$ cat src/rtl/gol_board_if.sv
// Edit stream from the user-input block and the board's LED/status outputs.
// The master drives edits and run mode. The slave is the board engine.
interface gol_board_if;
    logic                 start_game;
    logic [7:0]           row_select;
    logic [7:0]           col_select;
    logic                 set_initial;
    logic                 cell_state;
    logic [15:0][15:0]    RedPixels;
    logic [15:0]          gen_count;
    logic                 gen_tick;
    logic                 extinct;

    modport master (
        output start_game, row_select, col_select, set_initial, cell_state,
        input  RedPixels, gen_count, gen_tick, extinct
    );

    modport slave (
        input  start_game, row_select, col_select, set_initial, cell_state,
        output RedPixels, gen_count, gen_tick, extinct
    );
endinterface

$ cat src/rtl/gol_board.sv
// 16x16 Game-of-Life board: single-cell edits in EDIT, one generation per GEN_INTERVAL clocks in RUN.
// Define GOL_WRAP_EN for a toroidal board; by default cells beyond the edge are dead.
module gol_board #(
    parameter int unsigned GEN_INTERVAL = 1000000
) (
    input logic       clk,
    input logic       reset,
    gol_board_if.slave bus
);
    typedef enum logic {StEdit, StRun} state_e;

    state_e            state_q, state_d;
    logic [31:0]       cnt_q, cnt_d;
    logic [15:0][15:0] board_q, board_d;
    logic [15:0][15:0] board_next;
    logic [15:0]       gen_count_q, gen_count_d;
    logic              gen_tick_q, gen_tick_d;
    logic              gen_due;

    // Board framed by a one-cell border so every neighbour index is in range.
    logic [17:0][17:0] pad;

`ifdef GOL_WRAP_EN
    assign pad[0]  = {board_q[15][0], board_q[15], board_q[15][15]};
    assign pad[17] = {board_q[0][0], board_q[0], board_q[0][15]};
`else
    assign pad[0]  = '0;
    assign pad[17] = '0;
`endif

    for (genvar r = 0; r < 16; r++) begin : g_pad_row
`ifdef GOL_WRAP_EN
        assign pad[r+1] = {board_q[r][0], board_q[r], board_q[r][15]};
`else
        assign pad[r+1] = {1'b0, board_q[r], 1'b0};
`endif
    end

    for (genvar r = 0; r < 16; r++) begin : g_row
        for (genvar c = 0; c < 16; c++) begin : g_col
            logic [3:0] nsum;
            // pad[r+1][c+1] is this cell; sum the ring around it.
            assign nsum = 4'(pad[r][c])     + 4'(pad[r][c+1])   + 4'(pad[r][c+2])
                        + 4'(pad[r+1][c])                       + 4'(pad[r+1][c+2])
                        + 4'(pad[r+2][c])   + 4'(pad[r+2][c+1]) + 4'(pad[r+2][c+2]);
            assign board_next[r][c] = (nsum == 4'd3) || (board_q[r][c] && nsum == 4'd2);
        end
    end

    assign gen_due = (cnt_q == GEN_INTERVAL - 1);

    always_comb begin
        state_d     = state_q;
        cnt_d       = cnt_q;
        board_d     = board_q;
        gen_count_d = gen_count_q;
        gen_tick_d  = 1'b0;
        unique case (state_q)
            StEdit: begin
                cnt_d = '0;
                if (bus.set_initial && bus.row_select < 8'd16 && bus.col_select < 8'd16) begin
                    board_d[bus.row_select[3:0]][bus.col_select[3:0]] = bus.cell_state;
                end
                if (bus.start_game) state_d = StRun;
            end
            StRun: begin
                if (gen_due) begin
                    cnt_d      = '0;
                    board_d    = board_next;
                    gen_tick_d = 1'b1;
                    if (gen_count_q != 16'hFFFF) gen_count_d = gen_count_q + 16'd1;
                end else begin
                    cnt_d = cnt_q + 32'd1;
                end
                // A generation due on this edge still commits before leaving RUN.
                if (!bus.start_game) state_d = StEdit;
            end
            default: state_d = StEdit;
        endcase
    end

    always_ff @(posedge clk) begin
        if (reset) begin
            state_q     <= StEdit;
            cnt_q       <= '0;
            board_q     <= '0;
            gen_count_q <= '0;
            gen_tick_q  <= 1'b0;
        end else begin
            state_q     <= state_d;
            cnt_q       <= cnt_d;
            board_q     <= board_d;
            gen_count_q <= gen_count_d;
            gen_tick_q  <= gen_tick_d;
        end
    end

    assign bus.RedPixels = board_q;
    assign bus.gen_count = gen_count_q;
    assign bus.gen_tick  = gen_tick_q;
    assign bus.extinct   = ~|board_q;
endmodule

$ cat src/flat_wrapper.sv
// flat-port wrapper written by rule: the top's interface ports become plain ports
module gol_board_flat 
#(
    parameter int unsigned GEN_INTERVAL = 1000000
)
  (clk, reset, bus_start_game, bus_row_select, bus_col_select, bus_set_initial, bus_cell_state, bus_RedPixels, bus_gen_count, bus_gen_tick, bus_extinct);
  gol_board_if bus_i ();
  input logic clk;
  input logic reset;
  input wire logic [$bits(bus_i.start_game)-1:0] bus_start_game;
  input wire logic [$bits(bus_i.row_select)-1:0] bus_row_select;
  input wire logic [$bits(bus_i.col_select)-1:0] bus_col_select;
  input wire logic [$bits(bus_i.set_initial)-1:0] bus_set_initial;
  input wire logic [$bits(bus_i.cell_state)-1:0] bus_cell_state;
  output wire logic [$bits(bus_i.RedPixels)-1:0] bus_RedPixels;
  output wire logic [$bits(bus_i.gen_count)-1:0] bus_gen_count;
  output wire logic [$bits(bus_i.gen_tick)-1:0] bus_gen_tick;
  output wire logic [$bits(bus_i.extinct)-1:0] bus_extinct;
  assign bus_i.start_game = bus_start_game;
  assign bus_i.row_select = bus_row_select;
  assign bus_i.col_select = bus_col_select;
  assign bus_i.set_initial = bus_set_initial;
  assign bus_i.cell_state = bus_cell_state;
  assign bus_RedPixels = bus_i.RedPixels;
  assign bus_gen_count = bus_i.gen_count;
  assign bus_gen_tick = bus_i.gen_tick;
  assign bus_extinct = bus_i.extinct;
  gol_board #(.GEN_INTERVAL(GEN_INTERVAL)) u_core (.clk(clk), .reset(reset), .bus(bus_i));
endmodule
$ cat config.mk
export PLATFORM = sky130hd
export DESIGN_NAME = gol_board_flat
export DESIGN_NICKNAME = d
export VERILOG_FILES = /design/src/rtl/gol_board_if.sv /design/src/rtl/gol_board.sv /design/src/flat_wrapper.sv
export SDC_FILE = /design/constraint.sdc
export NUM_CORES = 2
export LEC_CHECK = 0
export CAP_MARGIN = 20
export CORE_ASPECT_RATIO = 1.75
export CORE_MARGIN = 8
export CORE_UTILIZATION = 55
export DETAILED_ROUTE_END_ITERATION = 12
export PLACE_DENSITY = 0.74
export SYNTH_ARGS = -nofsm -noshare
export SYNTH_HDL_FRONTEND = slang
export SYNTH_SLANG_ARGS = --single-unit
$ cat constraint.sdc
create_clock -name clk -period 4.5 [get_ports clk]
set_input_delay 0.9 -clock clk [delete_from_list [all_inputs] [get_ports clk]]
set_output_delay 0.9 -clock clk [all_outputs]
set_load 0.05 [all_outputs]
# After elaboration in Yosys (flattened, before gate mapping)
# Index checks and enable logic that the tools add are counted.
[classes]
reduce_logical = 521
addsub = 1591
n_mux = 12
order_cmp = 6
n_eq_ne = 516
n_bitwise = 1
[op_table]
columns = ["operator", "count"]
rows = [
  ["adder 4 x 1 -> 4 bit", 1348],
  ["== test 4 x 2 -> 1 bit (second input constant)", 512],
  ["2-to-1 mux 256 bit", 2],
  ["case mux 256 bit (2 select lines)", 1],
  ["adder 1 x 1 -> 2 bit", 241],
  ["logical AND 1 bit", 260],
  ["bitwise mux 256 bit", 1],
  ["logical OR 1 bit", 256],
  ["OR reduction 256 bit", 1],
  ["demux 16 bit (select 4 bit)", 1],
  ["case mux 32 bit (2 select lines)", 1],
  ["adder 32 x 1 -> 32 bit (second input constant)", 1],
  ["== test 32 x 20 -> 1 bit (second input constant)", 1],
  ["2-to-1 mux 32 bit", 1],
  ["adder 16 x 1 -> 16 bit (second input constant)", 1],
  ["less-than comparator 8 x 5 -> 1 bit (second input constant)", 2],
  ["2-to-1 mux 16 bit", 1],
  ["!= test 16 bit (second input constant)", 1],
  ["less-than comparator 4 x 5 -> 1 bit (second input constant)", 2],
  ["greater-or-equal comparator 4 x 1 -> 1 bit (second input constant)", 2],
  ["demux 1 bit (select 4 bit)", 1],
  ["2-to-1 mux 1 bit", 3],
  ["AND reduction 3 bit", 1],
  ["!= test 2 x 1 -> 1 bit (second input constant)", 1],
  ["5 further kinds", 5],
]
[totals]
input_bits = 21
word_cells = 2667
out_inout_bits = 274
regBits = 306

# Longest topological paths before layout
[depth]
word_depth = 12
mapped_depth = 14
depth_no_buf = 14

# Least setup slack after synthesis
# No wires, ideal clock.
[synth_timing]
path_kind = "register -> register"
startpoint = "reg u_core.board_q (netlist bit u_core.bus.RedPixels[202])"
endpoint = "reg u_core.board_q (netlist bit u_core.bus.RedPixels[219])"
path_slack_ns = 0.234
path_stages_with_launch = 14
t_arrival_ns = 4.180
cell_sequence = "dfxtp_1 -> inv_1 -> ha_1 -> inv_1 -> fa_1 -> fa_1 -> inv_1 -> fa_1 -> inv_1 -> fa_1 -> a2111oi_0 -> a32o_1 -> a21oi_1 -> a211oi_1"
[synth_between]
elab_chain_cells = 12
word_cells_on_any_way = 13
classes_between = "7 x add/sub; 2 x eq/ne; 2 x mux; 2 x reduce/logical"
[synth_lines]
columns = ["element", "line", "rtl"]
rows = [
  ["from (decl)", "gol_board.sv:14", "logic [15:0][15:0] board_q, board_d;"],
  ["from (signal assigned)", "gol_board.sv:92", "board_q <= board_d;"],
  ["adder 1 x 1 -> 2 bit (*)", "gol_board.sv:43", "assign nsum = 4'(pad[r][c]) + 4'(pad[r][c+1]) + 4'(pad[r][c+2])"],
  ["adder 4 x 1 -> 4 bit (*)", "gol_board.sv:43", ""],
  ["adder 4 x 1 -> 4 bit (*) (2 in a row)", "gol_board.sv:44", "+ 4'(pad[r+1][c]) + 4'(pad[r+1][c+2])"],
  ["adder 4 x 1 -> 4 bit (*) (3 in a row)", "gol_board.sv:45", "+ 4'(pad[r+2][c]) + 4'(pad[r+2][c+1]) + 4'(pad[r+2][c+2]);"],
  ["== test 4 x 2 -> 1 bit", "gol_board.sv:46", "assign board_next[r][c] = (nsum == 4'd3) || (board_q[r][c] && nsum == 4'd2);"],
  ["logical AND 1 bit", "gol_board.sv:46", ""],
  ["logical OR 1 bit (*)", "gol_board.sv:46", ""],
  ["2-to-1 mux 256 bit (*)", "gol_board.sv:67", "if (gen_due) begin"],
  ["case mux 256 bit (2 select lines) (*)", "gol_board.sv:58", "unique case (state_q)"],
]
# Every way passes the cells marked *; elsewhere a longest branch is shown, timed or not. The select of a mux whose other input is x is not followed.
# A chain may end at the register's enable or synchronous reset.

# Final worst setup path
[layout_timing]
startpoint = "reg u_core.board_q (netlist bit u_core.bus.RedPixels[203])"
endpoint = "out bus_extinct"
[layout_between]
elab_chain_cells = 2
[layout_lines]
columns = ["element", "line", "rtl"]
rows = [
  ["OR reduction 256 bit", "gol_board.sv:101", "assign bus.extinct = ~|board_q;"],
  ["zero test 1 bit", "gol_board.sv:101", ""],
  ["to (decl)", "flat_wrapper.sv:18", "output wire logic [$bits(bus_i.extinct)-1:0] bus_extinct;"],
]
# No other way between the ends.

==> report_table.html <==
<table>
<tr><th>Metric</th><th>Value</th></tr>
<tr><th colspan="2">Routing</th></tr>
<tr><td>DRC violations left</td><td>0</td></tr>
<tr><td>Average routed wire per standard cell</td><td>approximately 24 um</td></tr>
<tr><td>Routed Antenna Nets</td><td>0</td></tr>
<tr><td>First-iteration detailed-routing DRC count</td><td>~3500</td></tr>
<tr><td>Vias</td><td>47400</td></tr>
<tr><td>Mean number of vias per cell</td><td>~6.0</td></tr>
<tr><td>Total wirelength of the detailed-routed design</td><td>191 mm</td></tr>
<tr><td>Number of iterations in the first detailed-routing pass</td><td>6</td></tr>
<tr><th colspan="2">CTS</th></tr>
<tr><td>Number of buffers inserted for hold repair after clock tree synthesis</td><td>0</td></tr>
<tr><td>Clock tree from TritonCTS</td><td>yes</td></tr>
<tr><td>Total clock sinks</td><td>roughly 300</td></tr>
<tr><td>Reg clk slew, reported paths</td><td>0.06 ns</td></tr>
<tr><td>Post-cts repair resize count</td><td>0</td></tr>
<tr><td>Insertion delay of the later-clocked pin in the worst-skew pair</td><td>0.62 ns</td></tr>
<tr><td>TritonCTS buffer count</td><td>39</td></tr>
<tr><td>Post-CTS Setup Bufs</td><td>0</td></tr>
<tr><td>Cell chosen for the clock root</td><td>sky130_fd_sc_hd__clkbuf_16</td></tr>
<tr><td>H-tree depth</td><td>2</td></tr>
<tr><td>Maximum clock path buffer count</td><td>3</td></tr>
<tr><th colspan="2">Worst setup path</th></tr>
<tr><td>Worst-case register-to-register setup slack</td><td>0.43 ns</td></tr>
<tr><td>Critical path type</td><td>reg -&gt; out</td></tr>
<tr><td>CP endpoint kind</td><td>output port</td></tr>
<tr><td>Type of element launching the critical path</td><td>flip-flop</td></tr>
<tr><td>Kind of cell adding the most delay to the critical path</td><td>simple AND/OR/NAND/NOR gates</td></tr>
<tr><td>Reg2Reg Launch Point</td><td>u_core.bus.RedPixels[162]</td></tr>
<tr><td>Cells traversed along the worst timing path</td><td>inv_1 &gt; ha_1 &gt; nor4b_1 &gt; nand3_1 &gt; nor3_1 &gt; nand4_1 &gt; nor2_1 &gt; buf_4</td></tr>
<tr><td>Delay of the slowest cell on the worst path</td><td>between 0.5 and 0.6 ns</td></tr>
<tr><td>Critical-path maximum fanout</td><td>6</td></tr>
<tr><td>Worst path slowest cell</td><td>sky130_fd_sc_hd__nor4b_1</td></tr>
<tr><td>Data arrival time of the critical path</td><td>3.45 ns</td></tr>
<tr><td>Number of cells traversed by the worst register-to-register path</td><td>14</td></tr>
<tr><td>Critical path required time</td><td>about 3.6 ns</td></tr>
<tr><td>Worst reg2reg path endpoint</td><td>u_core.bus.RedPixels[179]</td></tr>
<tr><td>WP buf/inv</td><td>2</td></tr>
<tr><th colspan="2">GRT</th></tr>
<tr><td>Global-route wire length before repair</td><td>between 200 and 300 mm</td></tr>
<tr><td>GRT Total Usage</td><td>0.351</td></tr>
<tr><td>Largest net degree at the start of global routing</td><td>roughly 150</td></tr>
<tr><td>Remaining global-route overflow</td><td>0</td></tr>
<tr><td>Number of global-route vias before repair</td><td>50000</td></tr>
<tr><td>Initial antenna violation count</td><td>9</td></tr>
<tr><th colspan="2">Final layout</th></tr>
<tr><td>Final standard cell area without fillers</td><td>62100 um^2</td></tr>
<tr><td>Area taken by multi-input logic gates</td><td>~41000 um^2</td></tr>
<tr><td>Number of nets in the finished design</td><td>8298</td></tr>
<tr><td>Layout cells sized above 1</td><td>0.0550</td></tr>
<tr><td>Fill cell instance count of the final layout</td><td>approximately 8300</td></tr>
<tr><td>Synth-to-layout area growth</td><td>13.6%</td></tr>
<tr><td>Final Util</td><td>0.627</td></tr>
<tr><td>Sequential cell area</td><td>~6100 um^2</td></tr>
<tr><th colspan="2">STA</th></tr>
<tr><td>Time the worst path needs with I/O delays and setup</td><td>between 4 and 5 ns</td></tr>
<tr><td>Unrepaired setup endpoints after global routing</td><td>false</td></tr>
<tr><td>Aggregate negative setup slack</td><td>0 ns</td></tr>
<tr><td>Portion of the clock cycle consumed by the worst path in the final layout</td><td>0.966</td></tr>
<tr><td>Final slew viol count</td><td>0</td></tr>
<tr><td>Final hold violation count</td><td>0</td></tr>
<tr><td>Highest Clock Rate</td><td>0.230 GHz</td></tr>
<tr><td>Final Setup Violations</td><td>0</td></tr>
<tr><td>Worst-margin pin slew</td><td>1.02 ns</td></tr>
<tr><td>Worst slew margin relative to its limit</td><td>0.317</td></tr>
<tr><td>Worst clock skew on the final layout</td><td>~0.035 ns</td></tr>
<tr><th colspan="2">Floorplan</th></tr>
<tr><td>Row count</td><td>153</td></tr>
<tr><td>Die Y</td><td>about 430 um</td></tr>
<tr><td>Overall die width</td><td>around 250 um</td></tr>
<tr><td>IO Count</td><td>between 200 and 300</td></tr>
<tr><td>Effective utilization at floorplan</td><td>0.552</td></tr>
<tr><td>Placeable core area</td><td>99000 um^2</td></tr>
<tr><td>Area enclosed by the die boundary</td><td>roughly 110000 um^2</td></tr>
<tr><th colspan="2">Place</th></tr>
<tr><td>Number of port buffers</td><td>294</td></tr>
<tr><td>Placed cell areas</td><td>about 61000 um^2</td></tr>
<tr><td>Dpl hpwl</td><td>~150 mm</td></tr>
<tr><td>Placer's final routability congestion estimate</td><td>roughly 0.97</td></tr>
<tr><th colspan="2">Synth</th></tr>
<tr><td>Synth Flop Type</td><td>sky130_fd_sc_hd__dfxtp_1</td></tr>
<tr><td>Post-synthesis instance total</td><td>slightly above 6000</td></tr>
<tr><td>Mean Syn Cell Area</td><td>a little under 9 um^2</td></tr>
<tr><td>Count of cell types in the netlist</td><td>56</td></tr>
<tr><td>Yosys warning total</td><td>0</td></tr>
<tr><td>Number of synthesized flops with an enable pin</td><td>0</td></tr>
<tr><td>Synth Net Count</td><td>between 7000 and 8000</td></tr>
<tr><td>FFs w/ async S/R, synth</td><td>0</td></tr>
<tr><td>FF+latch count, synth</td><td>between 300 and 400</td></tr>
<tr><td>Syn Std Cell Area</td><td>54600 um^2</td></tr>
<tr><td>Part of the Yosys area used for sequential elements</td><td>0.112</td></tr>
<tr><th colspan="2">Run status</th></tr>
<tr><td>Outcome</td><td>finished, final reports clean</td></tr>
<tr><th colspan="2">Power</th></tr>
<tr><td>Peak supply drop</td><td>0.000217 V</td></tr>
<tr><td>Power per Cell Area</td><td>roughly 110 nW/um^2</td></tr>
<tr><td>Lkg Pwr</td><td>between 0.02 and 0.03 uW</td></tr>
<tr><th colspan="2">Flow run</th></tr>
<tr><td>Number of violations of the max-capacitance limit</td><td>0</td></tr>
<tr><th colspan="2">Min path</th></tr>
<tr><td>Worst min-delay path endpoint</td><td>u_core.cnt_q[0]</td></tr>
<tr><td>Worst min-delay path startpoint</td><td>u_core.cnt_q[0]</td></tr>
<tr><td>Number of instances on the worst hold path</td><td>1</td></tr>
<tr><td>Worst min path class</td><td>reg -&gt; reg</td></tr>
</table>
-- worst register-to-register path, delay by kind of cell (launching register included) --
| family | cells | cell delay (ns) |
|---|---|---|
| buffers and inverters | 4 | 0.31 |
| flip-flops | 1 | 0.64 |
| adder cells (fa/ha/maj) | 5 | 1.85 |
| AND/OR/NAND/NOR | 1 | 0.09 |
| AO/OA/AOI/OAI | 4 | 1.10 |
-- power breakdown --
group	switching, uW	internal [uW]
logic	338	126
registers	2.42	2710
clock network	1530	2150
-- placed cells by master, fill, tap and decap left out, drive strengths merged, types with 11 or more instances in the layout --
cell type      count
inv             1750
fa               900
ha               819
nor2             576
a21oi            386
dfxtp            306
clkdlybuf4s50    292
buf              253
a211oi           225
o41ai            192
a2111oi          128
nand2            116
nor2b             75
a31oi             74
o21ai             65
clkbuf            56
nand4             50
o211ai            48
nand3             35
nor3              28
a221oi            27
a211o             24
nor4              23
xor2              22
o22ai             20
xnor2             16
and4              11
-- synth_stat cells, types with 4 or more instances --
cell | instances | area share
sky130_fd_sc_hd__nor4_1 | 17 | 0.0019
sky130_fd_sc_hd__nand4_1 | 49 | 0.0056
sky130_fd_sc_hd__clkbuf_1 | 141 | 0.0097
sky130_fd_sc_hd__o31ai_1 | 4 | 0.00055
sky130_fd_sc_hd__xor2_1 | 22 | 0.0035
sky130_fd_sc_hd__o41ai_1 | 192 | 0.031
sky130_fd_sc_hd__o22ai_1 | 20 | 0.0023
sky130_fd_sc_hd__xnor2_1 | 16 | 0.0026
sky130_fd_sc_hd__a2111oi_0 | 128 | 0.021
sky130_fd_sc_hd__nand2_1 | 116 | 0.0080
sky130_fd_sc_hd__o21ai_0 | 64 | 0.0059
sky130_fd_sc_hd__nor3_1 | 28 | 0.0026
sky130_fd_sc_hd__fa_1 | 900 | 0.33
sky130_fd_sc_hd__and4_1 | 11 | 0.0018
sky130_fd_sc_hd__nor2_1 | 574 | 0.039
sky130_fd_sc_hd__ha_1 | 819 | 0.19
sky130_fd_sc_hd__o211ai_1 | 48 | 0.0066
sky130_fd_sc_hd__buf_1 | 5 | 0.00034
sky130_fd_sc_hd__a211o_1 | 24 | 0.0038
sky130_fd_sc_hd__nor4_2 | 5 | 0.0011
sky130_fd_sc_hd__buf_2 | 28 | 0.0026
sky130_fd_sc_hd__a21oi_1 | 386 | 0.035
sky130_fd_sc_hd__and3_1 | 6 | 0.00069
sky130_fd_sc_hd__nand2b_1 | 4 | 0.00046
sky130_fd_sc_hd__a31oi_1 | 74 | 0.0085
sky130_fd_sc_hd__a221oi_1 | 27 | 0.0043
sky130_fd_sc_hd__dfxtp_1 | 306 | 0.11
sky130_fd_sc_hd__a211oi_2 | 8 | 0.0018
sky130_fd_sc_hd__a211oi_1 | 217 | 0.030
sky130_fd_sc_hd__o32ai_1 | 8 | 0.0013
sky130_fd_sc_hd__nor2b_1 | 75 | 0.0086
sky130_fd_sc_hd__nand3_1 | 35 | 0.0032
sky130_fd_sc_hd__or3_1 | 5 | 0.00057
sky130_fd_sc_hd__inv_1 | 1749 | 0.12
sky130_fd_sc_hd__and2_1 | 5 | 0.00057
-- state kept, by name, summed over array words and instances, names as in the netlist --
signal                count
u_core.bus.gen_tick       1
u_core.bus.RedPixels    256
u_core.state_q            1
u_core.cnt_q             32
u_core.bus.gen_count     16
-- metal layers --
| layer | wire length (um) | vias up | global-route usage | part of all wire |
|---|---|---|---|---|
| li1 | - | 20800 | - | - |
| met1 | 65300 | 23600 | 0.388 | 0.34 |
| met2 | 87800 | 2245 | 0.563 | 0.46 |
| met3 | 17600 | 848 | 0.0814 | 0.092 |
| met4 | 20800 | 6 | 0.304 | 0.11 |
| met5 | 46 | - | 0 | 0.00024 |
-- cells by family (layout without fill, tap and decap cells) --
family / Yosys count / count (layout) / synth area share
muxes: 1 / 1 / 0.000183
other: 0 / 4 / 0
buffers and inverters: 1925 / 2364 / 0.133
adders and majority gates: 1719 / 1719 / 0.518
xor gates and xnor gates: 38 / 38 / 0.00609
AOI/OAI and AO/OA: 1213 / 1213 / 0.154
DFF: 306 / 306 / 0.112
and+or+nand+nor: 945 / 945 / 0.0771
-- final cells by class --
class	count	share of cell area
well taps	1317	0.0266
clock buffers	56	0.0195
clock inverters	13	0.00317
diodes	4	0.000161
flip-flops and latches	306	0.0988
repair buffers	545	0.0804
multi-input cells	3916	0.665
inverters	1750	0.106
-- worst max-delay path by stage --
stage	from	endpoint	slack (ns)	cells past startpoint
6_report	u_core.bus.RedPixels[203]	bus_extinct	0.15	8
4_1_cts	u_core.bus.RedPixels[50]	bus_extinct	0.21	7
3_3_place_gp	u_core.bus.RedPixels[199]	u_core.bus.RedPixels[215]	0.58	14
2_1_floorplan	u_core.bus.RedPixels[202]	u_core.bus.RedPixels[219]	0.23	13
5_1_grt	u_core.bus.RedPixels[157]	u_core.bus.RedPixels[173]	0.10	14
3_5_place_dp	u_core.bus.RedPixels[157]	u_core.bus.RedPixels[173]	0.50	14
-- metrics by stage --
stage | hold slack (ns) | power [uW] | worst slack [ns] | cells
3_5_place_dp | 0.447 | 3220 | 0.499 | 7834
2_1_floorplan | 0.426 | 3030 | 0.234 | 6147
6_report | 0.477 | 6860 | 0.155 | 7907
5_1_grt | 0.511 | 6960 | 0.104 | 7903
4_1_cts | 0.494 | 6890 | 0.211 | 7903
3_3_place_gp | 0.443 | 3220 | 0.581 | 7833
Note: power is estimated with default switching activity, not from simulation.
